<file path="src/rtl/number_spawn_controller_pkg.sv">
// Shared types, constants and digit helpers for the number spawn controller.
// Optional feature macro: NUMBER_RANDOM_VALUES_EN (LFSR-driven respawn digits).
package number_ctrl_pkg;

    typedef enum logic [1:0] {
        SHOWN  = 2'd0,
        HIDDEN = 2'd1,
        RELOAD = 2'd2
    } slot_state_e;

    localparam logic [3:0] MAX_DIGIT = 4'd9;
    localparam int         TIMER_W   = 9;
    localparam logic [7:0] LFSR_SEED = 8'hA5;
    // Right-shifting Galois form of x^8+x^6+x^5+x^4+1.
    localparam logic [7:0] LFSR_TAPS = 8'hB8;

    function automatic logic [3:0] init_digit(input int slot);
        return 4'((slot % 9) + 1);
    endfunction

    function automatic logic [3:0] next_digit(input logic [3:0] prev,
                                              input logic [3:0] rnd,
                                              input logic       use_rnd);
        logic [3:0] r;
        r = rnd % MAX_DIGIT;
        if (use_rnd) return r + 4'd1;
        return (prev >= MAX_DIGIT) ? 4'd1 : prev + 4'd1;
    endfunction

endpackage

</file>
<file path="src/rtl/number_spawn_controller_if.sv">
// Bus between collision/frame logic (master) and the number spawn controller (slave).
// Optional feature macro: NUMBER_RANDOM_VALUES_EN (does not change this interface).
interface number_spawn_controller_if #(
    parameter int NUMBERS = 3,
    parameter int SCORE_W = 16
);
    logic                    startOfFrame;
    logic                    gameRestart;
    logic [NUMBERS-1:0]      singleHit;
    logic [NUMBERS-1:0][3:0] numbersToShow;
    logic [NUMBERS-1:0]      showNum;
    logic [SCORE_W-1:0]      score;
    logic                    scoreAdd;
    logic                    pendingAny;

    modport master (
        output startOfFrame, gameRestart, singleHit,
        input  numbersToShow, showNum, score, scoreAdd, pendingAny
    );

    modport slave (
        input  startOfFrame, gameRestart, singleHit,
        output numbersToShow, showNum, score, scoreAdd, pendingAny
    );
endinterface

</file>
<file path="src/rtl/number_spawn_controller_slot_fsm.sv">
// One number slot: SHOWN/HIDDEN/RELOAD state, hide timer, current digit and latched hit value.
// Optional feature macro: NUMBER_RANDOM_VALUES_EN (new digit is supplied by the top).
module number_slot_fsm
    import number_ctrl_pkg::*;
#(
    parameter int         HIDE_FRAMES = 450,
    parameter logic [3:0] INIT_DIGIT  = 4'd1
) (
    input  logic       clk,
    input  logic       resetN,
    input  logic       restart,
    input  logic       start_of_frame,
    input  logic       hit,
    input  logic [3:0] new_digit,
    output logic [3:0] digit,
    output logic [3:0] hit_value,
    output logic       shown,
    output logic       hit_accept
);
    slot_state_e        state_q, state_d;
    logic [TIMER_W-1:0] timer_q, timer_d;
    logic [3:0]         digit_q, digit_d;
    logic [3:0]         hit_value_q, hit_value_d;

    always_comb begin
        // NOTE: every signal driven here gets a default first, so no path can infer a latch.
        state_d     = state_q;
        timer_d     = timer_q;
        digit_d     = digit_q;
        hit_value_d = hit_value_q;
        hit_accept  = 1'b0;
        if (restart) begin
            state_d = SHOWN;
            timer_d = '0;
            digit_d = INIT_DIGIT;
        end else begin
            case (state_q)
                SHOWN: begin
                    // A frame pulse coinciding with the hit is not counted.
                    if (hit) begin
                        state_d     = HIDDEN;
                        timer_d     = TIMER_W'(HIDE_FRAMES);
                        hit_value_d = digit_q;
                        hit_accept  = 1'b1;
                    end
                end
                HIDDEN: begin
                    if (start_of_frame) begin
                        timer_d = timer_q - TIMER_W'(1);
                        if (timer_q == TIMER_W'(1)) state_d = RELOAD;
                    end
                end
                RELOAD: begin
                    digit_d = new_digit;
                    state_d = SHOWN;
                end
                default: state_d = SHOWN;
            endcase
        end
    end

    // NOTE: state registers use non-blocking assignments so every flop samples pre-edge values.
    always_ff @(posedge clk or negedge resetN) begin
        if (!resetN) begin
            state_q     <= SHOWN;
            timer_q     <= '0;
            digit_q     <= INIT_DIGIT;
            hit_value_q <= '0;
        end else begin
            state_q     <= state_d;
            timer_q     <= timer_d;
            digit_q     <= digit_d;
            hit_value_q <= hit_value_d;
        end
    end

    assign digit     = digit_q;
    assign hit_value = hit_value_q;
    assign shown     = (state_q == SHOWN);
endmodule

</file>
<file path="src/rtl/number_spawn_controller.sv">
// Number slot sequencer: per-slot FSMs, fixed-priority hit scoring and a saturating score.
// Optional feature macro: NUMBER_RANDOM_VALUES_EN (respawn digits taken from an 8-bit LFSR).
module number_spawn_controller
    import number_ctrl_pkg::*;
#(
    parameter int NUMBERS     = 3,
    parameter int HIDE_FRAMES = 450,
    parameter int SCORE_W     = 16
) (
    input logic                        clk,
    input logic                        resetN,
    number_spawn_controller_if.slave   bus
);
    logic [NUMBERS-1:0]      hit_accept;
    logic [NUMBERS-1:0][3:0] hit_value;
    logic [NUMBERS-1:0][3:0] digit;
    logic [NUMBERS-1:0]      shown;
    logic [NUMBERS-1:0]      pending_q, pending_d;
    logic [NUMBERS-1:0]      grant;
    logic [3:0]              sel_value;
    logic [SCORE_W:0]        sum;
    logic [SCORE_W-1:0]      score_q, score_d;
    logic                    score_add_q, score_add_d;
    logic [3:0]              rnd;

`ifdef NUMBER_RANDOM_VALUES_EN
    localparam logic RANDOM_EN = 1'b1;
    logic [7:0] lfsr_q, lfsr_d;

    // Free-running: gameRestart deliberately leaves the sequence alone.
    assign lfsr_d = {1'b0, lfsr_q[7:1]} ^ (lfsr_q[0] ? LFSR_TAPS : 8'h00);

    always_ff @(posedge clk or negedge resetN) begin
        if (!resetN) lfsr_q <= LFSR_SEED;
        else         lfsr_q <= lfsr_d;
    end

    assign rnd = lfsr_q[3:0];
`else
    localparam logic RANDOM_EN = 1'b0;
    assign rnd = 4'h0;
`endif

    for (genvar i = 0; i < NUMBERS; i++) begin : g_slot
        number_slot_fsm #(
            .HIDE_FRAMES (HIDE_FRAMES),
            .INIT_DIGIT  (init_digit(i))
        ) u_slot (
            .clk            (clk),
            .resetN         (resetN),
            .restart        (bus.gameRestart),
            .start_of_frame (bus.startOfFrame),
            .hit            (bus.singleHit[i]),
            .new_digit      (next_digit(digit[i], rnd, RANDOM_EN)),
            .digit          (digit[i]),
            .hit_value      (hit_value[i]),
            .shown          (shown[i]),
            .hit_accept     (hit_accept[i])
        );
    end

    always_comb begin
        // Isolate the lowest set pending bit: that slot is scored this cycle.
        grant     = pending_q & (~pending_q + NUMBERS'(1));
        sel_value = '0;
        for (int i = 0; i < NUMBERS; i++) begin
            if (grant[i]) sel_value = hit_value[i];
        end
        sum         = {1'b0, score_q} + (SCORE_W+1)'(sel_value);
        pending_d   = (pending_q & ~grant) | hit_accept;
        score_d     = score_q;
        score_add_d = 1'b0;
        if (|pending_q) begin
            score_d     = sum[SCORE_W] ? '1 : sum[SCORE_W-1:0];
            score_add_d = 1'b1;
        end
        if (bus.gameRestart) begin
            pending_d   = '0;
            score_d     = '0;
            score_add_d = 1'b0;
        end
    end

    always_ff @(posedge clk or negedge resetN) begin
        if (!resetN) begin
            pending_q   <= '0;
            score_q     <= '0;
            score_add_q <= 1'b0;
        end else begin
            pending_q   <= pending_d;
            score_q     <= score_d;
            score_add_q <= score_add_d;
        end
    end

    // A slot stays hidden for at least a frame, so it can never be re-hit while still pending.
    assert property (@(posedge clk) disable iff (!resetN) (hit_accept & pending_q) == '0);

    assign bus.numbersToShow = digit;
    assign bus.showNum       = shown;
    assign bus.score         = score_q;
    assign bus.scoreAdd      = score_add_q;
    assign bus.pendingAny    = |pending_q;
endmodule

</file>
<file path="src/flat_wrapper.sv">
// flat-port wrapper written by rule: the top's interface ports become plain ports
module number_spawn_controller_flat import number_ctrl_pkg::*;
#(
    parameter int NUMBERS     = 3,
    parameter int HIDE_FRAMES = 450,
    parameter int SCORE_W     = 16
)
  (clk, resetN, bus_startOfFrame, bus_gameRestart, bus_singleHit, bus_numbersToShow, bus_showNum, bus_score, bus_scoreAdd, bus_pendingAny);
  number_spawn_controller_if #(.NUMBERS(NUMBERS), .SCORE_W(SCORE_W)) bus_i ();
  input logic clk;
  input logic resetN;
  input wire logic [$bits(bus_i.startOfFrame)-1:0] bus_startOfFrame;
  input wire logic [$bits(bus_i.gameRestart)-1:0] bus_gameRestart;
  input wire logic [$bits(bus_i.singleHit)-1:0] bus_singleHit;
  output wire logic [$bits(bus_i.numbersToShow)-1:0] bus_numbersToShow;
  output wire logic [$bits(bus_i.showNum)-1:0] bus_showNum;
  output wire logic [$bits(bus_i.score)-1:0] bus_score;
  output wire logic [$bits(bus_i.scoreAdd)-1:0] bus_scoreAdd;
  output wire logic [$bits(bus_i.pendingAny)-1:0] bus_pendingAny;
  assign bus_i.startOfFrame = bus_startOfFrame;
  assign bus_i.gameRestart = bus_gameRestart;
  assign bus_i.singleHit = bus_singleHit;
  assign bus_numbersToShow = bus_i.numbersToShow;
  assign bus_showNum = bus_i.showNum;
  assign bus_score = bus_i.score;
  assign bus_scoreAdd = bus_i.scoreAdd;
  assign bus_pendingAny = bus_i.pendingAny;
  number_spawn_controller #(.NUMBERS(NUMBERS), .HIDE_FRAMES(HIDE_FRAMES), .SCORE_W(SCORE_W)) u_core (.clk(clk), .resetN(resetN), .bus(bus_i));
endmodule
</file>
<file path="config.mk">
export PLATFORM = sky130hd
export DESIGN_NAME = number_spawn_controller_flat
export DESIGN_NICKNAME = d
export VERILOG_FILES = /design/src/rtl/number_spawn_controller_pkg.sv /design/src/rtl/number_spawn_controller_if.sv /design/src/rtl/number_spawn_controller_slot_fsm.sv /design/src/rtl/number_spawn_controller.sv /design/src/flat_wrapper.sv
export SDC_FILE = /design/constraint.sdc
export NUM_CORES = 1
export LEC_CHECK = 0
export ABC_AREA = 1
export ABC_CLOCK_PERIOD_IN_PS = 7880
export BUFFER_PORTS_ARGS = -buffer_cell sky130_fd_sc_hd__buf_2
export CORE_MARGIN = 2
export CORE_UTILIZATION = 45
export CTS_BUF_LIST = sky130_fd_sc_hd__clkbuf_4 sky130_fd_sc_hd__clkbuf_8
export DETAILED_ROUTE_END_ITERATION = 8
export GPL_TIMING_DRIVEN = 0
export PLACE_DENSITY = 0.66
export SKIP_LAST_GASP = 1
export SLEW_MARGIN = 25
export SYNTH_ARGS = -nofsm -noshare
export SYNTH_HDL_FRONTEND = slang
export SYNTH_HIERARCHICAL = 1
export SYNTH_SLANG_ARGS = --single-unit
</file>
<file path="constraint.sdc">
create_clock -name clk -period 7.88 [get_ports clk]
set_clock_uncertainty 0.2 [all_clocks]
set_input_delay 0.394 -clock clk [delete_from_list [all_inputs] [get_ports clk]]
set_output_delay 0.394 -clock clk [all_outputs]
set_load 0.05 [all_outputs]
</file>
* Yosys cells after proc, flatten, opt, wreduce, memory -nomap -nowiden *
Cells that the tools add are included.

cells by class
  eq/ne operators = 18
  multiplexer cells = 54
  magnitude comparators = 3
  add/sub/neg operators = 8
  bitwise logic cells = 6
  reduce and logical (&&, ||, !) cells = 20

operators by type and width
  operator                                             count
  two-way mux 9 bit                                    9
  case mux 9 bit (2 select lines)                      3
  two-way mux 16 bit                                   3
  two-way mux 4 bit                                    12
  equality test 9 x 1 -> 1 bit, second input constant  3
  inequality test 3 bit, second input constant         9
  AND reduction 3 bit                                  9
  subtractor 9 x 1 -> 9 bit, second input constant     3
  two-way mux 2 bit                                    12
  adder 16 x 4 -> 17 bit                               1
  adder 4 x 1 -> 4 bit, second input constant          3
  >= comparator 4 bit, second input constant           3
  case mux 2 bit (2 select lines)                      3
  two-way mux 1 bit                                    11
  nonzero test 3 bit                                   3
  nonzero test 2 bit                                   4
  bitwise AND 3 bit                                    2
  equality test 2 x 1 -> 1 bit, second input constant  3
  equality test 2 bit, second input constant           3
  zero test 2 bit                                      3
  inverter 3 bit                                       2
  adder 3 x 1 -> 3 bit, second input constant          1
  two-way mux 3 bit                                    1
  bitwise OR 3 bit                                     1
  other kinds (2)                                      2

storage, ports and cells
  flip-flop bits (word level) = 77
  output and inout port bits = 33
  word-level logic and storage cells = 124

* Logic depth before layout (Yosys ltp) *
  depth after elaboration = 10
  gate-level depth with buffers = 19

* Cells and area by module *
The synthesis kept the hierarchy.

modules (own cells, without submodules)
  module                                     cells an instance  times used  seq. area each (µm²)  area an instance (µm²)
  number_spawn_controller                    261                1           500.5                 1,724.2
  number_slot_fsm (u_core.g_slot[2].u_slot)  143                1           478.0                 1,092.3
  number_slot_fsm (u_core.g_slot[0].u_slot)  142                1           476.7                 1,064.8
  number_slot_fsm (u_core.g_slot[1].u_slot)  144                1           476.7                 1,056.0

* Worst setup path after synthesis *
Ideal clock, no wire load.

  path type = register -> register
  start = register u_core.pending_q[0]
  end = register u_core.score_q[14] (netlist: u_core/bus.score[14])
  period minus slack after synthesis = 2,502 ps
  path slack = 5,378 ps
  path buffers = 0
  data required time = 7,562 ps
  stages on the path, launching flop included = 19
  arrival time = 2,184 ps
  cells stage by stage = dfrtp_1 nor2_2 nand2_1 nand3_1 o21ai_0 inv_1 ha_1 inv_1 fa_1 inv_1 nand3_1 nand2_2 nand2_1 inv_1 nand2_1 nand2_1 nand3_1 nand2_1 nand2_1

on the way
  cells in the longest elaborated chain, start to end = 10
  elaborated cells between the ends (all ways) = 12
  classes of those cells = add/sub (2); mux (6); bitwise (2); reduce/logical (2)

RTL lines
  item                             RTL line                       source
  from (decl)                      number_spawn_controller.sv:18  logic [NUMBERS-1:0] pending_q, pending_d;
  from (signal assigned)           number_spawn_controller.sv:90  pending_q <= pending_d;
  inverter 3 bit                   number_spawn_controller.sv:64  grant = pending_q & (~pending_q + NUMBERS'(1));
  adder 3 x 1 -> 3 bit             number_spawn_controller.sv:64
  bitwise AND 3 bit                number_spawn_controller.sv:64
  two-way mux 4 bit (3 in series)  number_spawn_controller.sv:67  if (grant[i]) sel_value = hit_value[i];
  adder 16 x 4 -> 17 bit           number_spawn_controller.sv:69  sum = {1'b0, score_q} + (SCORE_W+1)'(sel_value);
  two-way mux 16 bit               number_spawn_controller.sv:74  score_d = sum[SCORE_W] ? '1 : sum[SCORE_W-1:0];
  two-way mux 16 bit               number_spawn_controller.sv:73  if (|pending_q) begin
  two-way mux 16 bit               number_spawn_controller.sv:77  if (bus.gameRestart) begin
  to (signal assigned)             number_spawn_controller.sv:91  score_q <= score_d;
  to (decl)                        number_spawn_controller.sv:22  logic [SCORE_W-1:0] score_q, score_d;

Several ways; a longest one is shown, not always the timed one. The select of a mux whose other input is x is not followed.
A chain may end at the register's enable or synchronous reset.

* Worst setup path after layout *
  start = register u_core.pending_q[0]
  end = register u_core.score_q[11] (netlist: u_core/bus.score[11])

Same word-level chain as after synthesis.

==> metrics.txt <==
Worst slew margin roughly two thirds; Placement Setup Slack 5020 ps; CP startpoint kind register; DR iter-0 viols 205; Die X-Extent 109 um; nets 769; Least-Margin Pin Slew about 480 ps; crit share post-route 36.3%; Pre-Repair DR Iteration Count 5; Post-DRT Antenna Nets 0; IO Port Bufs 39; Core Area 10800 um2; post-CTS setup buffers 0; kind of end point of the critical path register; placed cell area roughly 5300 um2; maxcap violations 0; EDFF count, synth 0; setup_tns 0 ps; DR DRC count 0; worst reg-to-reg path cell count 15; # IOs 40; initial antenna violation count 0; leak pwr 3.02 nW; gr usage total 19.9%; Design Area, Final 5540 um2; share of cells above drive strength 1 16.3%; number of distinct library cells after synthesis 33; WL per Instance 12.1 um; Post-Route WL 10700 um; Peak VDD IR 0.0000879 V; Ys Warns 6; fmax 349 MHz; CTS Root Cell clkbuf_8; first-pass GRT wire length approximately 19000 um; via count 4469; Remaining Overflow, GRT 0; pin count of the biggest net entering global routing 45; CTS H-tree depth 3; RSZ-0062 raised after global routing no; ant diodes 0; post-route minimum period 2860 ps; Hold/Removal Path Class in2reg; hold depth 3; Seq/Total Area, Yosys 39.1%; status complete, no violations; Power per Cell Area 201 nW/um2; total CTS buffers 9; CP required 7970 ps; Die Area 11800 um2; growth of design area from synthesis to finish 12.3%; arrival time at the worst endpoint 2950 ps; syn avg cell area roughly 7 um2; CTS Buffer Depth 2; HPWL after DPL 8030 um; Std-Cell Rows 38; Design Power around 1.1 mW; Final WS setup 5020 ps; Setup CP Type reg2reg; synthesis-stage register bit count 77; Worst-path clk slew 80 ps; Post-synth top flop dfrtp_1; Fin. Hold Viols 0; pins over their slew limit 0; Async SR Flop Fraction 100%; CTS Sinks 77; CTS tree done; RD Place Congestion 0.887; Mapped Cells 690; cell area after synthesis 4940 um2; post-synth net total 717; drt via density 5.04; final setup fails 0; Die Ht 109 um; vias in the first global route 4203; crit-path max FO 9; Starting Density 45.7%; clock latency on the worst-skew pair between 300 and 400 ps
## layout make-up
cell class                 count  area, um2
timing repair buffer          41        235
inverter                     117        442
fill                        1044       5250
clock inverter                 6       63.8
buffer                         4       31.3
sequential                    77       1930
multi-input combinational    492       2530
tap                          140        175
clock buffer                  10        131
## worst max-delay path: stages, from the launching register on
cell     delay, ps
dfrtp_1        460
nor2_2         170
nand2_1        170
nand3_1        110
o21ai_0         80
inv_1           70
ha_1           190
inv_1           70
fa_1           400
inv_1           80
nand3_1         70
nand2_2        170
nand4_2        270
nand3_1        190
nand2_1         60
nand2_1         50
## routing by layer
layer | global-route usage (%) | routed length (um) | up-vias
li1 | - | - | 2286
met3 | 3.53 | 496 | 7
met2 | 33.1 | 5140 | 95
met4 | 6.50 | 86 | 0
met5 | 0 | 0 | -
met1 | 26.4 | 5000 | 2081
## cells in the mapped netlist (2+ instances only)
library cell | number | area (um2)
nor2_2 | 9 | 56.3
xor2_1 | 3 | 26.3
or2_2 | 2 | 12.5
nand4_1 | 9 | 56.3
nand3_4 | 3 | 52.6
dfrtp_1 | 73 | 1830
inv_2 | 12 | 45.0
a21oi_1 | 15 | 75.1
nor2_4 | 8 | 90.1
buf_4 | 2 | 15.0
nand2_4 | 5 | 56.3
a31oi_1 | 3 | 18.8
ha_1 | 19 | 238
o21ai_0 | 53 | 265
nor2_1 | 66 | 248
nand3_1 | 69 | 345
o211ai_1 | 2 | 15.0
nand2_2 | 13 | 81.3
nand3_2 | 2 | 20.0
dfstp_2 | 4 | 105
xnor2_1 | 4 | 35.0
inv_1 | 104 | 390
nand2_1 | 186 | 698
o21ai_1 | 15 | 75.1
## cells in the final DEF (no fill, tap or decap), drive strengths merged, types with 3 or more instances in the layout
cell type	count
o21ai	68
nand3	74
nand4	10
ha	19
dfstp	4
a21oi	15
xnor2	4
o211ai	3
clkbuf	10
nor2	83
xor2	3
dfrtp	73
a31oi	3
inv	117
nand2	204
buf	44
clkinv	3
## state kept, by name, summed over array words and instances (netlist names)
register,cells
u_core/g_slot.u_slot/state_q,6
u_core/g_slot.u_slot/hit_value,12
u_core/bus.score,16
u_core/bus.scoreAdd,1
u_core/g_slot.u_slot/digit,12
u_core/pending_q,3
u_core/g_slot.u_slot/timer_q,27
## final timing paths
check,slack [ps],to,from
setup / recovery,5020,u_core/bus.score[11],u_core/pending_q[0]
hold / removal,210,u_core/g_slot[0].u_slot/state_q[0],bus_singleHit[0]
setup reg to reg,5020,u_core/bus.score[11],u_core/pending_q[0]
hold reg to reg,290,u_core/g_slot[2].u_slot/hit_value[1],u_core/g_slot[2].u_slot/hit_value[1]
max in group asynchronous,6510,u_core/g_slot[2].u_slot/digit[1],resetN
min in group asynchronous,330,u_core/bus.score[14],resetN
## logic make-up after synthesis
group	share of synthesized area, %
AOI/OAI and AO/OA	9.35
and+or+nand+nor	35.5
adders and majority gates	5.22
xor gates and xnor gates	1.24
DFF	39.1
buffers and inverters	9.58
## metrics by stage
| step | hold slack [ps] | instances | util, % |
|---|---|---|---|
| 2_1_floorplan | -102 | 690 | - |
| 3_3_place_gp | 277 | 869 | 49.2 |
| 3_5_place_dp | 183 | 870 | 49.5 |
| 4_1_cts | 184 | 887 | 51.4 |
| 5_1_grt | 218 | 887 | 51.4 |
| 6_report | 210 | 887 | 51.4 |
## power breakdown
group | switching, mW | leakage, nW | internal [mW]
sequential | 0.0456 | 1.02 | 0.441
clock | 0.148 | 0.0957 | 0.149
combinational | 0.226 | 1.91 | 0.105
## repair_timing
item | CTS | global route
gates resized for setup | 0 | 0
hold buffers | 1 | 0
hold endpoints to repair | 32 | 0
Power figures use the tool's default switching activity.
